**src/rtl/alu_exec_ctrl.sv**
```systemverilog
// alu_exec_ctrl
//   Issue/writeback controller wrapped around an external 32-bit ALU.
//   Holds an 8 x 32 register file. It accepts 3-operand instructions over a
//   valid/ready handshake and drives opcode/operands to the ALU. It samples
//   the ALU result and flags after EXEC_CYCLES cycles, then writes rd and the
//   status flags in a single writeback cycle.
//
// Ports
//   clk, rst_n                      clock (rising edge), async active-low reset
//   instr_valid/instr_ready         instruction handshake
//   instr_op/rd/rs1/rs2             opcode and register addresses
//   ld_en/ld_addr/ld_data           direct register load, honoured in IDLE only
//   alu_op/alu_a/alu_b              registered ALU inputs, held outside EXEC
//   alu_result, alu_overflow/zero/neg/carry   ALU outputs
//   flag_v/z/n/c                    registered status flags
//   done                            one-cycle pulse during writeback
//   busy                            controller not in IDLE
//   dbg_addr/dbg_data               combinational register file read port
//
// state | meaning
// ------+--------------------------------------------------------------
// IDLE  | ready for an instruction; direct loads accepted
// EXEC  | operands held on the ALU for EXEC_CYCLES cycles
// WB    | result written to rd, flags updated, done pulsed

module alu_exec_ctrl #(
    parameter int EXEC_CYCLES = 1,
    parameter int NREGS       = 8
) (
    input  logic        clk,
    input  logic        rst_n,
    input  logic        instr_valid,
    output logic        instr_ready,
    input  logic [2:0]  instr_op,
    input  logic [2:0]  instr_rd,
    input  logic [2:0]  instr_rs1,
    input  logic [2:0]  instr_rs2,
    input  logic        ld_en,
    input  logic [2:0]  ld_addr,
    input  logic [31:0] ld_data,
    output logic [2:0]  alu_op,
    output logic [31:0] alu_a,
    output logic [31:0] alu_b,
    input  logic [31:0] alu_result,
    input  logic        alu_overflow,
    input  logic        alu_zero,
    input  logic        alu_neg,
    input  logic        alu_carry,
    output logic        flag_v,
    output logic        flag_z,
    output logic        flag_n,
    output logic        flag_c,
    output logic        done,
    output logic        busy,
    input  logic [2:0]  dbg_addr,
    output logic [31:0] dbg_data
);

    typedef enum logic [1:0] {
        IDLE = 2'd0,
        EXEC = 2'd1,
        WB   = 2'd2
    } state_t;

    localparam logic [3:0] CNT_LAST = 4'(EXEC_CYCLES - 1);

    state_t      state, state_nxt;
    logic [3:0]  cnt;
    logic [2:0]  rd_q;
    logic [31:0] res_q;
    logic [3:0]  flg_q;
    logic [31:0] regs [NREGS];
    logic        accept;
    logic        ld_ok;
    logic [31:0] opa_rd, opb_rd;

    assign accept = (state == IDLE) && instr_valid;
    assign ld_ok  = (state == IDLE) && ld_en;

    // Operands are launched on the accept edge so they are already stable in
    // the first EXEC cycle. A load landing on that same edge must still be
    // seen by the instruction, so it is forwarded here.
    assign opa_rd = (ld_ok && (ld_addr == instr_rs1)) ? ld_data : regs[instr_rs1];
    assign opb_rd = (ld_ok && (ld_addr == instr_rs2)) ? ld_data : regs[instr_rs2];

    assign dbg_data = regs[dbg_addr];

    always_ff @(posedge clk or negedge rst_n) begin
        if (!rst_n) begin
            state <= IDLE;
        end else begin
            state <= state_nxt;
        end
    end

    always_comb begin
        state_nxt   = state;
        instr_ready = 1'b0;
        done        = 1'b0;
        busy        = 1'b1;
        case (state)
            IDLE: begin
                instr_ready = 1'b1;
                busy        = 1'b0;
                if (instr_valid) begin
                    state_nxt = EXEC;
                end
            end
            EXEC: begin
                if (cnt == CNT_LAST) begin
                    state_nxt = WB;
                end
            end
            WB: begin
                done      = 1'b1;
                state_nxt = IDLE;
            end
            default: begin
                state_nxt = IDLE;
            end
        endcase
    end

    always_ff @(posedge clk or negedge rst_n) begin
        if (!rst_n) begin
            cnt    <= '0;
            rd_q   <= '0;
            alu_op <= '0;
            alu_a  <= '0;
            alu_b  <= '0;
            res_q  <= '0;
            flg_q  <= '0;
        end else begin
            if (accept) begin
                cnt    <= '0;
                rd_q   <= instr_rd;
                alu_op <= instr_op;
                alu_a  <= opa_rd;
                alu_b  <= opb_rd;
            end else if (state == EXEC) begin
                cnt <= cnt + 4'd1;
                if (cnt == CNT_LAST) begin
                    res_q <= alu_result;
                    flg_q <= {alu_overflow, alu_zero, alu_neg, alu_carry};
                end
            end
        end
    end

    // Loads happen only in IDLE and writeback only in WB, so the two write
    // sources never collide.
    always_ff @(posedge clk or negedge rst_n) begin
        if (!rst_n) begin
            for (int i = 0; i < NREGS; i++) begin
                regs[i] <= '0;
            end
        end else if (ld_ok) begin
            regs[ld_addr] <= ld_data;
        end else if (state == WB) begin
            regs[rd_q] <= res_q;
        end
    end

    always_ff @(posedge clk or negedge rst_n) begin
        if (!rst_n) begin
            flag_v <= 1'b0;
            flag_z <= 1'b0;
            flag_n <= 1'b0;
            flag_c <= 1'b0;
        end else if (state == WB) begin
            {flag_v, flag_z, flag_n, flag_c} <= flg_q;
        end
    end

endmodule

```
**config.mk**
```make
export PLATFORM = sky130hd
export DESIGN_NAME = alu_exec_ctrl
export DESIGN_NICKNAME = d
export VERILOG_FILES = /design/src/rtl/alu_exec_ctrl.sv
export SDC_FILE = /design/constraint.sdc
export NUM_CORES = 1
export LEC_CHECK = 0
export ABC_CLOCK_PERIOD_IN_PS = 2760
export BUFFER_PORTS_ARGS = -buffer_cell sky130_fd_sc_hd__buf_2
export CAP_MARGIN = 20
export CORE_MARGIN = 2
export CORE_UTILIZATION = 61
export DETAILED_ROUTE_END_ITERATION = 6
export PLACE_DENSITY_LB_ADDON = 0.2
export SYNTH_ARGS = -nofsm -noshare
export SYNTH_HDL_FRONTEND = slang
export SYNTH_SLANG_ARGS = --single-unit
```
**constraint.sdc**
```tcl
create_clock -name clk -period 2.76 [get_ports clk]
set_clock_uncertainty 0.1 [all_clocks]
set_input_delay 0.414 -clock clk [delete_from_list [all_inputs] [get_ports clk]]
set_output_delay 0.414 -clock clk [all_outputs]
set_load 0.01 [all_outputs]
```
==> results of run 1 <==
[synthesized netlist by cell type, types with 45 or more instances]
| master | number | area (um2) |
|---|---|---|
| a21oi_1 | 174 | 871 |
| a32oi_1 | 128 | 1120 |
| buf_2 | 56 | 280 |
| clkbuf_1 | 114 | 428 |
| dfrtp_1 | 372 | 9310 |
| mux2_2 | 166 | 1870 |
| mux2i_1 | 60 | 601 |
| mux4_2 | 192 | 4320 |
| nand2_1 | 67 | 251 |
| nor2_1 | 132 | 495 |
| o22ai_1 | 45 | 282 |
| o2bb2ai_1 | 96 | 841 |
[worst max-delay path, cell delays in order, from the launching register on]
cell and delay, ps:
dfrtp_1 470, or3b_4 560, buf_12 280, buf_4 280
o21a_1 210, buf_4 220, a21oi_1 170
[cell type report]
type                       instances  share of cell area, %
sequential                       372                   35.8
clock inverter                    15                  0.549
antenna                            4                 0.0385
inverter                           5                 0.0722
tap                              468                   2.25
multi-input combinational       1255                   47.6
timing repair buffer             319                   9.06
clock buffer                      61                   4.67
[cells in the final DEF, fill, tap and decap left out, types with 11 or more instances in the layout]
master	count
a22oi_1	15
o2bb2ai_1	96
o21ai_0	19
dlygate4sd3_1	42
mux2_1	34
clkbuf_16	43
and2_1	38
o22ai_1	45
buf_12	26
mux4_2	192
clkbuf_1	11
dfrtp_1	372
buf_4	59
nand2_1	66
mux2_2	166
a32oi_1	128
mux2i_1	60
nor2_1	132
buf_2	191
a21oi_1	173
a32o_1	32
[layer usage]
layer / vias up / wire [um] / global-route usage, %
li1: 7649 / - / -
met1: 9552 / 27600 / 53.4
met2: 1488 / 35000 / 61.9
met3: 352 / 9800 / 10.8
met4: 6 / 4690 / 23.5
met5: - / 41 / 0.639
[registers in the layout, indices dropped and copies added (netlist names), 2 cells and up]
signal / count
flg_q: 4
alu_a: 32
alu_op: 3
rd_q: 3
alu_b: 32
regs: 256
state: 2
cnt: 4
res_q: 32
[power by group]
group	internal [mW]	total (mW)	switching (mW)
Combinational	5.77	11.8	6.01
Clock	3.25	5.64	2.40
Sequential	7.97	10.9	2.92
[logic make-up (layout without fill, tap and decap cells)]
kind of cell / after synthesis / after routing / share of synthesized area [%]
fa+ha+maj: 2 / 2 / 0.111
buf+inv: 208 / 400 / 4.03
mux: 452 / 452 / 31.9
compound gates: 524 / 524 / 16.8
other cells: 0 / 4 / 0
simple gates: 271 / 271 / 5.63
xor+xnor: 6 / 6 / 0.233
flops: 372 / 372 / 41.4
[path summary, 6_finish.rpt]
kind,cells after the start,start,to,slack (ps)
worst max-delay path,6,state[0]$_DFFE_PN0P_,alu_b[10]$_DFFE_PN0P_,270
worst min-delay path,2,alu_result[22],res_q[22]$_DFFE_PN0P_,30
worst max register to register,6,state[0]$_DFFE_PN0P_,alu_b[10]$_DFFE_PN0P_,270
worst min register to register,2,flag_n$_DFFE_PN0P_,flag_n$_DFFE_PN0P_,370
max in group asynchronous,3,rst_n,regs[83]$_DFFE_PN0P_,1400
min in group asynchronous,2,rst_n,rd_q[1]$_DFFE_PN0P_,270
[repair_timing]
item / 4_1_cts / 5_1_grt
hold buffers: 42 / 0
hold endpoints to repair: 85 / 0
gates resized for setup: 0 / 0
[metrics by stage]
stage | total power [mW] | util [%] | setup WS (ps) | hold WS, ps
after floorplan | 17.9 | - | 329 | 18.4
final | 28.3 | 71.4 | 274 | 28.4
after global routing | 29.6 | 71.4 | 257 | 26.6
after detailed placement | 22.2 | 66.5 | 323 | 274
after global placement | 21.7 | 66.5 | 364 | 275
after CTS | 28.0 | 71.3 | 297 | 23.9
==> impl_metrics.ini, run 1 <==
[global_route]
grt.total_usage_pct = 40.8
grt_max_degree = 118
antenna_found_initial = 6
gr-total-overflow = 0
first_global_vias = 19500
grt_pass1_wl_um = 117000

[clocking]
cts-root-buf = clkbuf_16
numCtsBuffers = 41
cts_tree = yes
htree_levels = 2
clock-sinks = 372
clk_path_buf_depth = 3
path_clk_slew_ps = 60
cts_post_setup_buffers_inserted = 0
clk-insertion-delay-late_ps = 580

[sta]
post-route-period-util_pct = 90.1
rsz0062_at_grt = no
final-max-slew-violation-count = 0
finalCriticalPeriod_ps = 2490
max_freq_mhz = 402
setup_viol = 0
worst_pin_slew_ps = 1090
fin_setup_tns_ps = 0
slew_headroom_pct = 27.5
hold_violations = 0

[logic_synthesis]
syn_area_per_cell_um2 = 12.3
synth_flop_cell = dfrtp_1
async_flop_share_pct = 100
syn-cell-area_mm2 = 0.0225
yosysWarnings = 0
synth_edf_count = 0
synth.distinct_cells = 48
yosysSeqAreaShare_pct = 41.4
synth-seq-cells = 372
syn-instance-count = 1835
syn_nets = 1927

[detailed_routing]
viasPerCell = 7.62
num_vias = 19000
ant_nets = 0
drtIter0Drc = 2674
wl_um = 77100
drc = 8
wire_per_inst_um = 30.9
dr.pass1.iters = 7

[finish]
stdcell_count = 2499
drive_gt1_share_pct = 35.6
fill_cells = 2490
register_area_mm2 = 0.00931
fin_nets = 2086
syn_to_final_growth_pct = 15.5
multi_input_area_mm2 = 0.0124
design_area_mm2 = 0.0260

[placement]
dpl.hpwl_um = 46200
dp_cells = 2377
place.gp.congestion = 0.904
post_dp_cell_area_mm2 = 0.0242
io_buffers = 195

[worst_setup_path]
start_kind = flop
path_class = reg -> reg
worst_ep_arrival_time_ps = 2870
end_kind = flop
required_ps = 3150
crit_fanout = 117

[floorplan]
io_pins = 196
design.core.area_mm2 = 0.0364
die_h_um = 196
rows = 70
die_area_mm2 = 0.0385
initial_core_util_pct = 61.8
die_w_um = 196

[power]
power.leakage_nw = 10.9
ir_drop_mv = 0.731
power_density_mw_per_mm2 = 1090

[worst_hold_path]
hold_class = in -> reg

[run]
maxCapViolCount = 0

[outcome]
violations = design-rule violations
status = complete, but fails checks
Power figures use the tool's default switching activity.
==> run 2: changes to the inputs <==
--- a/config.mk
+++ b/config.mk
@@ -5,13 +5,14 @@
 export SDC_FILE = /design/constraint.sdc
 export NUM_CORES = 1
 export LEC_CHECK = 0
-export ABC_CLOCK_PERIOD_IN_PS = 2760
+export ABC_CLOCK_PERIOD_IN_PS = 2700
 export BUFFER_PORTS_ARGS = -buffer_cell sky130_fd_sc_hd__buf_2
 export CAP_MARGIN = 20
 export CORE_MARGIN = 2
-export CORE_UTILIZATION = 61
+export CORE_UTILIZATION = 60
 export DETAILED_ROUTE_END_ITERATION = 6
 export PLACE_DENSITY_LB_ADDON = 0.2
+export SETUP_SLACK_MARGIN = 0.02
 export SYNTH_ARGS = -nofsm -noshare
 export SYNTH_HDL_FRONTEND = slang
 export SYNTH_SLANG_ARGS = --single-unit
==> constraint.sdc (replaced) <==
create_clock -name clk -period 2.7 [get_ports clk]
set_clock_uncertainty 0.1 [all_clocks]
set_input_delay 0.405 -clock clk [delete_from_list [all_inputs] [get_ports clk]]
set_output_delay 0.405 -clock clk [all_outputs]
set_load 0.01 [all_outputs]
==> run 2 against run 1 <==
Cell count about the same; the flow now finishes without violations; design area rose by 0.38%; first-iteration DRC count is 6.4% higher; combinational power is essentially flat; largest power group unchanged; sequential power is essentially flat; via count increased by 0.74%; non-clock buffer count rose by 3; worst setup slack got worse by 200 ps; utilization is 0.41 points lower; global-route usage down 0.060 points; largest cell class unchanged; worst hold slack improved by 1.2 ps.
==> impl_metrics.ini, run 2 (synthesis gave the netlist of run 1 again) <==
[placement]
dpl.hpwl_um = 47300
io_buffers = 195
post_dp_cell_area_mm2 = 0.0242
dp_cells = 2381
place.gp.congestion = 0.902

[detailed_routing]
dr.pass1.iters = 6
wl_met1_um = 27200
wire_per_inst_um = 31.3
wl_um = 78400
ant_nets = 0
drc = 0
viasPerCell = 7.67
routed-wl-met3_um = 10500
drtIter0Drc = 2845
num_vias = 19200
route.top_layer_used = met5
dr_wl_met2_um = 35600

[floorplan]
die_h_um = 198
io_pins = 196
die_area_mm2 = 0.0391
die_w_um = 198
rows = 70
design.core.area_mm2 = 0.0368
initial_core_util_pct = 61.2

[sta]
slew_headroom_pct = 23.6
finalCriticalPeriod_ps = 2630
hold_violations = 0
holdWs_ps = 29.7
post-route-period-util_pct = 97.2
fin_setup_tns_ps = 0
setup_viol = 0
rsz0062_at_grt = no
max_freq_mhz = 381
worst_pin_slew_ps = 1150
final-max-slew-violation-count = 0

[clocking]
ctsResizeCount = 0
path_clk_slew_ps = 60
htree_levels = 2
numCtsBuffers = 42
cts-root-buf = clkbuf_16
cts_tree = yes
holdBufCountCts = 41
clock-sinks = 372
clk-insertion-delay-late_ps = 590
cts_post_setup_buffers_inserted = 0
clk_path_buf_depth = 3

[worst_setup_path]
r2r_end = regs[192]$_DFFE_PN0P_
crit_fanout = 9
worst_ep_arrival_time_ps = 2120
path_class = reg -> out
r2r_start = state[0]$_DFFE_PN0P_
required_ps = 2190
rrSetupSlack_ps = 230
end_kind = output port
crit_end = done
start_kind = flop
critPathLaunch = state[0]$_DFFE_PN0P_
r2r_cells = 5

[finish]
fin_nets = 2090
design_area_mm2 = 0.0261
drive_gt1_share_pct = 35.9
syn_to_final_growth_pct = 16.0
regMostFlops = regs
final_cell_mix = dfrtp_1, mux4_2, buf_2, a21oi_1, mux2_2
final_common_cell = dfrtp_1
stdcell_count = 2501
fill_cells = 2519
largest_reg_flops = 256

[global_route]
gr-total-overflow = 0
grt.total_usage_pct = 40.7
grt_pass1_wl_um = 117000
grt_max_degree = 79
first_global_vias = 19200
antenna_found_initial = 5

[power]
swShare_pct = 39.7
p_int_mw = 17.7
power_frac_seq_pct = 37.9
combPwrFrac_pct = 41.4
ir_drop_mv = 0.594
power_density_mw_per_mm2 = 1120
power_frac_clock_pct = 20.7
netSwitchingPower_mw = 11.6
power.leakage_nw = 11.0

[worst_hold_path]
hold_class = in -> reg

[outcome]
status = finished, final reports clean

[run]
maxCapViolCount = 0
==> run 2: cell count changes in the layout (fill, tap and decap cells not counted) <==
cell / change
buf_4: +5
clkinvlp_4: -4
clkbuf_1: -3
clkinv_2: +3
bufinv_16: +2
clkbuf_16: +2
clkbuf_8: +2
buf_12: -1
clkinv_4: -1
diode_2: -1
dlygate4sd3_1: -1
inv_6: -1
==> run 2: worst min-delay path by stage <==
stage,start,end,slack [ps],cells past startpoint
finish,alu_result[16],res_q[16]$_DFFE_PN0P_,30,2
global route,alu_result[16],res_q[16]$_DFFE_PN0P_,10,2
CTS,alu_result[16],res_q[16]$_DFFE_PN0P_,10,2
detailed placement,rst_n,alu_op[0]$_DFFE_PN0P_,290,1
global placement,rst_n,flg_q[0]$_DFFE_PN0P_,290,1
floorplan,rst_n,alu_a[0]$_DFFE_PN0P_,9,0
==> run 2: through the flow <==
stage	util, %	total power, mW	worst slack (ps)
3_5_place_dp	65.9	22.8	249
4_1_cts	70.9	29.0	78.1
6_report	71.0	29.3	74.5
5_1_grt	70.9	30.6	37.9
2_1_floorplan	-	18.3	287
3_3_place_gp	65.9	22.2	277
==> run 2: power by group through the flow <==
stage	Clock (mW)	Combinational (mW)	Sequential, mW
after global placement	0	11.4	10.7
after global routing	6.32	13.0	11.3
after detailed placement	0	11.8	10.9
after floorplan	0	8.14	10.1
final	6.08	12.1	11.1
after CTS	6.11	12.0	10.9
==> run 2: layout make-up <==
class	instances	area [um2]	area share, %
clock buffers	62	1280	4.90
multi-input cells	1255	12400	47.4
repair buffers	322	2360	9.05
diodes	3	7.51	0.0288
inverters	5	18.8	0.0719
flip-flops and latches	372	9310	35.7
clock inverters	14	170	0.652
well taps	468	586	2.24
==> run 2: routing by layer <==
| layer | vias up | global-route usage (%) |
|---|---|---|
| met5 | - | 0 |
| met2 | 1585 | 62.1 |
| li1 | 7644 | - |
| met1 | 9554 | 51.7 |
| met3 | 400 | 12.4 |
| met4 | 4 | 24.2 |
==> run 2: worst max-delay path, stage by stage, from the launching register on <==
cell      delay [ps]
dfrtp_1          480
nand2b_1         340
clkinv_1         440
buf_2            290
